===== config.mk =====
export PLATFORM = sky130hd
export DESIGN_NAME = gcd_controller
export DESIGN_NICKNAME = d
export VERILOG_FILES = /design/src/rtl/gcd_ctrl_pkg.sv /design/src/rtl/gcd_iter_counter.sv /design/src/rtl/gcd_controller.sv
export SDC_FILE = /design/constraint.sdc
export NUM_CORES = 1
export LEC_CHECK = 0
export ABC_AREA = 1
export CAP_MARGIN = 15
export CORE_MARGIN = 1.5
export CORE_UTILIZATION = 35
export CTS_CLUSTER_SIZE = 8
export DETAILED_ROUTE_END_ITERATION = 8
export GPL_TIMING_DRIVEN = 0
export SLEW_MARGIN = 20
export SYNTH_ARGS = -nofsm -noshare
export SYNTH_HDL_FRONTEND = slang
export SYNTH_SLANG_ARGS = --single-unit

===== constraint.sdc =====
create_clock -name clk -period 6.65 [get_ports clk]
set_clock_uncertainty 0.2 [all_clocks]
set_input_delay 1.33 -clock clk [delete_from_list [all_inputs] [get_ports clk]]
set_output_delay 1.33 -clock clk [all_outputs]
set_load 0.01 [all_outputs]

===== src/rtl/gcd_ctrl_pkg.sv =====
// Shared types and select encodings for the GCD controller and its datapath.
package gcd_ctrl_pkg;

  typedef enum logic [1:0] {
    ST_IDLE   = 2'd0,
    ST_WAIT_B = 2'd1,
    ST_RUN    = 2'd2,
    ST_DONE   = 2'd3
  } state_t;

  localparam logic SEL_A    = 1'b1;
  localparam logic SEL_B    = 1'b0;
  localparam logic BUS_DATA = 1'b1;
  localparam logic BUS_SUB  = 1'b0;

endpackage


===== src/rtl/gcd_iter_counter.sv =====
// Saturating subtraction counter with a terminal compare against the iteration limit.
module gcd_iter_counter #(
  parameter int                ITER_W   = 16,
  parameter logic [ITER_W-1:0] MAX_ITER = '1
) (
  input  logic              clk,
  input  logic              rst,
  input  logic              clr,
  input  logic              en,
  output logic [ITER_W-1:0] cnt,
  output logic              at_max
);

  assign at_max = (cnt == MAX_ITER);

  always_ff @(posedge clk or posedge rst) begin
    if (rst) begin
      cnt <= '0;
    end else if (clr) begin
      cnt <= '0;
    end else if (en && !at_max) begin
      cnt <= cnt + 1'b1;
    end
  end

endmodule


===== src/rtl/gcd_controller.sv =====
// Sequencer for the subtract-and-compare GCD datapath: operand handshake,
// Mealy load/select strobes, bounded iteration with timeout error.
//
// state   | meaning
// IDLE    | waiting for operand A
// WAIT_B  | A loaded, waiting for operand B
// RUN     | one subtraction (or finish) per cycle
// DONE    | one-cycle completion pulse, result in A
module gcd_controller
  import gcd_ctrl_pkg::*;
#(
  parameter int                ITER_W   = 16,
  parameter logic [ITER_W-1:0] MAX_ITER = '1
) (
  input  logic              clk,
  input  logic              rst,
  input  logic              clear,
  input  logic              in_valid,
  output logic              in_ready,
  input  logic              lt,
  input  logic              gt,
  input  logic              eq,
  output logic              ldA,
  output logic              ldB,
  output logic              sel1,
  output logic              sel2,
  output logic              sel_load,
  output logic              busy,
  output logic              done,
  output logic              err,
  output logic [ITER_W-1:0] iter_cnt
);

  state_t state;
  state_t next_state;
  logic   cnt_clr;
  logic   cnt_en;
  logic   set_err;
  logic   at_max;
  logic   flags_ok;

  assign flags_ok = $onehot({lt, gt, eq});

  gcd_iter_counter #(
    .ITER_W   (ITER_W),
    .MAX_ITER (MAX_ITER)
  ) u_iter (
    .clk    (clk),
    .rst    (rst),
    .clr    (cnt_clr),
    .en     (cnt_en),
    .cnt    (iter_cnt),
    .at_max (at_max)
  );

  always_comb begin
    next_state = state;
    in_ready   = 1'b0;
    busy       = 1'b0;
    done       = 1'b0;
    ldA        = 1'b0;
    ldB        = 1'b0;
    sel1       = SEL_B;
    sel2       = SEL_B;
    sel_load   = BUS_SUB;
    cnt_clr    = 1'b0;
    cnt_en     = 1'b0;
    set_err    = 1'b0;

    case (state)
      ST_IDLE: begin
        in_ready = 1'b1;
        if (in_valid && !clear) begin
          ldA        = 1'b1;
          sel_load   = BUS_DATA;
          cnt_clr    = 1'b1;
          next_state = ST_WAIT_B;
        end
      end
      ST_WAIT_B: begin
        in_ready = 1'b1;
        busy     = 1'b1;
        if (in_valid && !clear) begin
          ldB        = 1'b1;
          sel_load   = BUS_DATA;
          next_state = ST_RUN;
        end
      end
      ST_RUN: begin
        busy = 1'b1;
        if (!clear) begin
          // An illegal flag pattern finishes like eq so nothing is ever loaded on it.
          if (eq || !flags_ok) begin
            next_state = ST_DONE;
          end else if (at_max) begin
            set_err    = 1'b1;
            next_state = ST_DONE;
          end else if (gt) begin
            sel1   = SEL_A;
            sel2   = SEL_B;
            ldA    = 1'b1;
            cnt_en = 1'b1;
          end else begin
            sel1   = SEL_B;
            sel2   = SEL_A;
            ldB    = 1'b1;
            cnt_en = 1'b1;
          end
        end
      end
      ST_DONE: begin
        busy       = 1'b1;
        done       = !clear;
        next_state = ST_IDLE;
      end
      default: next_state = ST_IDLE;
    endcase

    if (clear) begin
      next_state = ST_IDLE;
    end

    // Reset is asynchronous; keep the Mealy strobes quiet while it is held.
    if (rst) begin
      ldA      = 1'b0;
      ldB      = 1'b0;
      sel_load = BUS_SUB;
      cnt_clr  = 1'b0;
      cnt_en   = 1'b0;
      set_err  = 1'b0;
    end
  end

  always_ff @(posedge clk or posedge rst) begin
    if (rst) begin
      state <= ST_IDLE;
      err   <= 1'b0;
    end else begin
      state <= next_state;
      if (cnt_clr) begin
        err <= 1'b0;
      end else if (set_err) begin
        err <= 1'b1;
      end
    end
  end

endmodule


==> impl_results.md <==
- Class of the worst hold path: register to register
- # Max-Cap Violations: 0
- DR WL/cell: 11.8 um
- Sequential area share after synthesis: 33.5%
- Commonest non-fill, non-tap cell in the layout: nand2_1
- Slew headroom: 45.5%
- Final hold vios: 0
- Synth area leaders: dfrtp_1 34%, nand2_1 19%, nor2_1 7.1%, inv_1 6.3%, nand4_1 5.3%
- Actual slew at the worst max-slew pin: 0.817 ns
- Worst flop-to-flop path startpoint: u_iter.cnt[0]$_DFFE_PP0P_
- Maximum clock frequency: 0.183 GHz
- Vias in the first global route: 1293
- Total Routing Usage GR: 17.1%
- Largest net degree at the start of global routing: 23
- Die span in x: 66.7 um
- Root Buffer Master: clkbuf_8
- Hold WS: 0.338 ns
- Critical Path Source Type: input pin
- Synth warnings: 0
- IO buf count: 31
- Syn Area/Cell: 7.06 sq um
- WL met2: 1490 um
- Worst EP required: 5.12 ns
- CP Data Arrival Time: 3.93 ns
- Synth top area share: 33.5%
- PD cells: 167 nW/um^2
- Clk_lat worst skew: 0.27 ns
- Initial antenna violation count: 0
- Initial Util: 37.6%
- Final worst-path cycle share: 82.1%
- DR iter-0 viols: 34
- Number of diodes: 0
- DRT Wirelength: 3340 um
- PostCTS Resize Cnt: 0
- Crit Path Category: input pin to output pin
- Io pins: 32
- FF-to-FF setup slack: 4.64 ns
- Area leader, netlist: dfrtp_1
- Synth cell types: 27
- Via/cell ratio: 4.70
- Hpwl dp: 2600 um
- Post-route ant nets: 0
- Crit. End Element: output pin
- Final setup viols: 0
- Nets: 250
- Max layer used: met4
- GR Overflow Total: 0
- Highest fanout seen on the critical path: 10
- Share of post-route cells with drive strength above 1: 7.63%
- Mapped Area: 1420 sq um
- # hold bufs at CTS: 0
- Mapped Nets: 214
- Pleak: 0.887 nW
- VDD IR max: 106 uV
- Number of post-CTS setup repair buffers: 0
- Crit path buf inv count: 4
- Synth-to-Final Area Change: 29.4%
- Die Y: 66.7 um
- Hold EP: err$_DFFE_PP0P_
- Post-synthesis cell count: 201
- Post-route minimum period: 5.46 ns
- Crit-path cells: clkdlybuf4s50_1, inv_1, fa_1, nor2_1, nand4_1, nor2_4, nor2_8, buf_8, nor3_1, clkdlybuf4s50_1
- TritonCTS clock tree: built
- Max Transition Viols Final: 0
- R2R cell count: 9
- Status: finished, final reports clean
- Hold Path Origin: err$_DFFE_PP0P_
- Max Buffers Root-to-Sink: 2
- Commonest cells after routing, fill and taps aside: 70 x nand2_1, 31 x clkdlybuf4s50_1, 27 x nor2_1
- DRC Markers: 0
- Routed wl met3: 115 um
- First-pass GRT wire length: 5770 um
- Core footprint: 3770 sq um
- TritonRoute pass-1 iters: 4
- Delay-heaviest family, CP: buffers and inverters
- Final TNS setup: 0 ns
- CP max stage cell: clkdlybuf4s50_1
- CTS sink count: 19
- Vias: 1336
- RSZ-0062 raised after global routing: no
- #FFs+latches synth: 19
- Largest stage delay, worst path: 0.57 ns
- H-tree Lvls: 1
- CTS buffer count: 3
- Placement row count: 22
- Most used cell, CP: clkdlybuf4s50_1
- WL met1: 1710 um
- Worst-path clk slew: 0.07 ns
- Worst Hold Depth: 2
- Reg-to-reg endpoint: u_iter.cnt[12]$_DFFE_PP0P_
- Gp weighted congestion: 0.832
- Die Area: 4440 sq um
==> Yosys cell counts (all sizes together) <==
library cell,number
fa,1
dfrtp,19
and3,1
nand3b,3
a21oi,1
nand4,12
xor2,5
nor3,1
or2,1
o21bai,4
nand2,72
buf,3
xnor2,1
nor2,33
o21ai,3
ha,5
nand3,11
inv,25
==> cell families (layout without fill, tap and decap cells) <==
family / after synthesis / count (layout) / share of synthesized area, %
simple gates: 134 / 134 / 44.9
buf+inv: 28 / 63 / 8.55
fa+ha+maj: 6 / 6 / 5.82
compound gates: 8 / 8 / 3.53
flops: 19 / 19 / 33.5
xor+xnor: 6 / 6 / 3.70
==> power by group <==
part	switching [mW]	internal (mW)	leakage, nW
clock network	0.0409	0.0418	0.0255
registers	0.00721	0.121	0.263
logic	0.0522	0.0423	0.598
==> worst max-delay path by stage <==
stage | startpoint | endpoint | cells after the start
2_1_floorplan | gt | ldA | 8
6_report | gt | ldA | 10
3_5_place_dp | rst | ldA | 8
3_3_place_gp | rst | ldA | 8
5_1_grt | rst | ldA | 8
4_1_cts | rst | ldA | 8
==> registers in the layout (all words and copies together) (netlist names) <==
name        cells
u_iter.cnt     16
err             1
state           2
==> layer usage <==
metal	vias to the layer above	track usage [%]
met3	4	4.05
met2	16	27.6
met5	-	0
met1	612	23.5
li1	704	-
met4	0	3.06
==> tightest hold or removal path, cell delays in order (launching register included) <==
cell and delay [ns]:
dfrtp_1 0.37, nor2_1 0.05, nor2_1 0.08
==> area by class of cell <==
| cell class | instances | area [sq um] |
|---|---|---|
| sequential | 19 | 475 |
| inverter | 25 | 93.8 |
| timing repair buffer | 31 | 310 |
| buffer | 3 | 27.5 |
| clock inverter | 1 | 5.00 |
| multi-input combinational | 154 | 822 |
| clock buffer | 3 | 41.3 |
| tap | 48 | 60.1 |
| fill | 386 | 1940 |
==> metrics by stage <==
stage               std cells  cell area [sq um]  setup WS (ns)  util (%)  power, mW
floorplan                 201               1420           2.28         -      0.188
global placement          280               1790           1.15      47.4      0.226
detailed placement        280               1790           1.14      47.4      0.226
CTS                       284               1840           1.14      48.7      0.312
global route              284               1840          0.909      48.7      0.327
finish                    284               1840           1.19      48.7      0.306
Power figures use the tool's default switching activity.
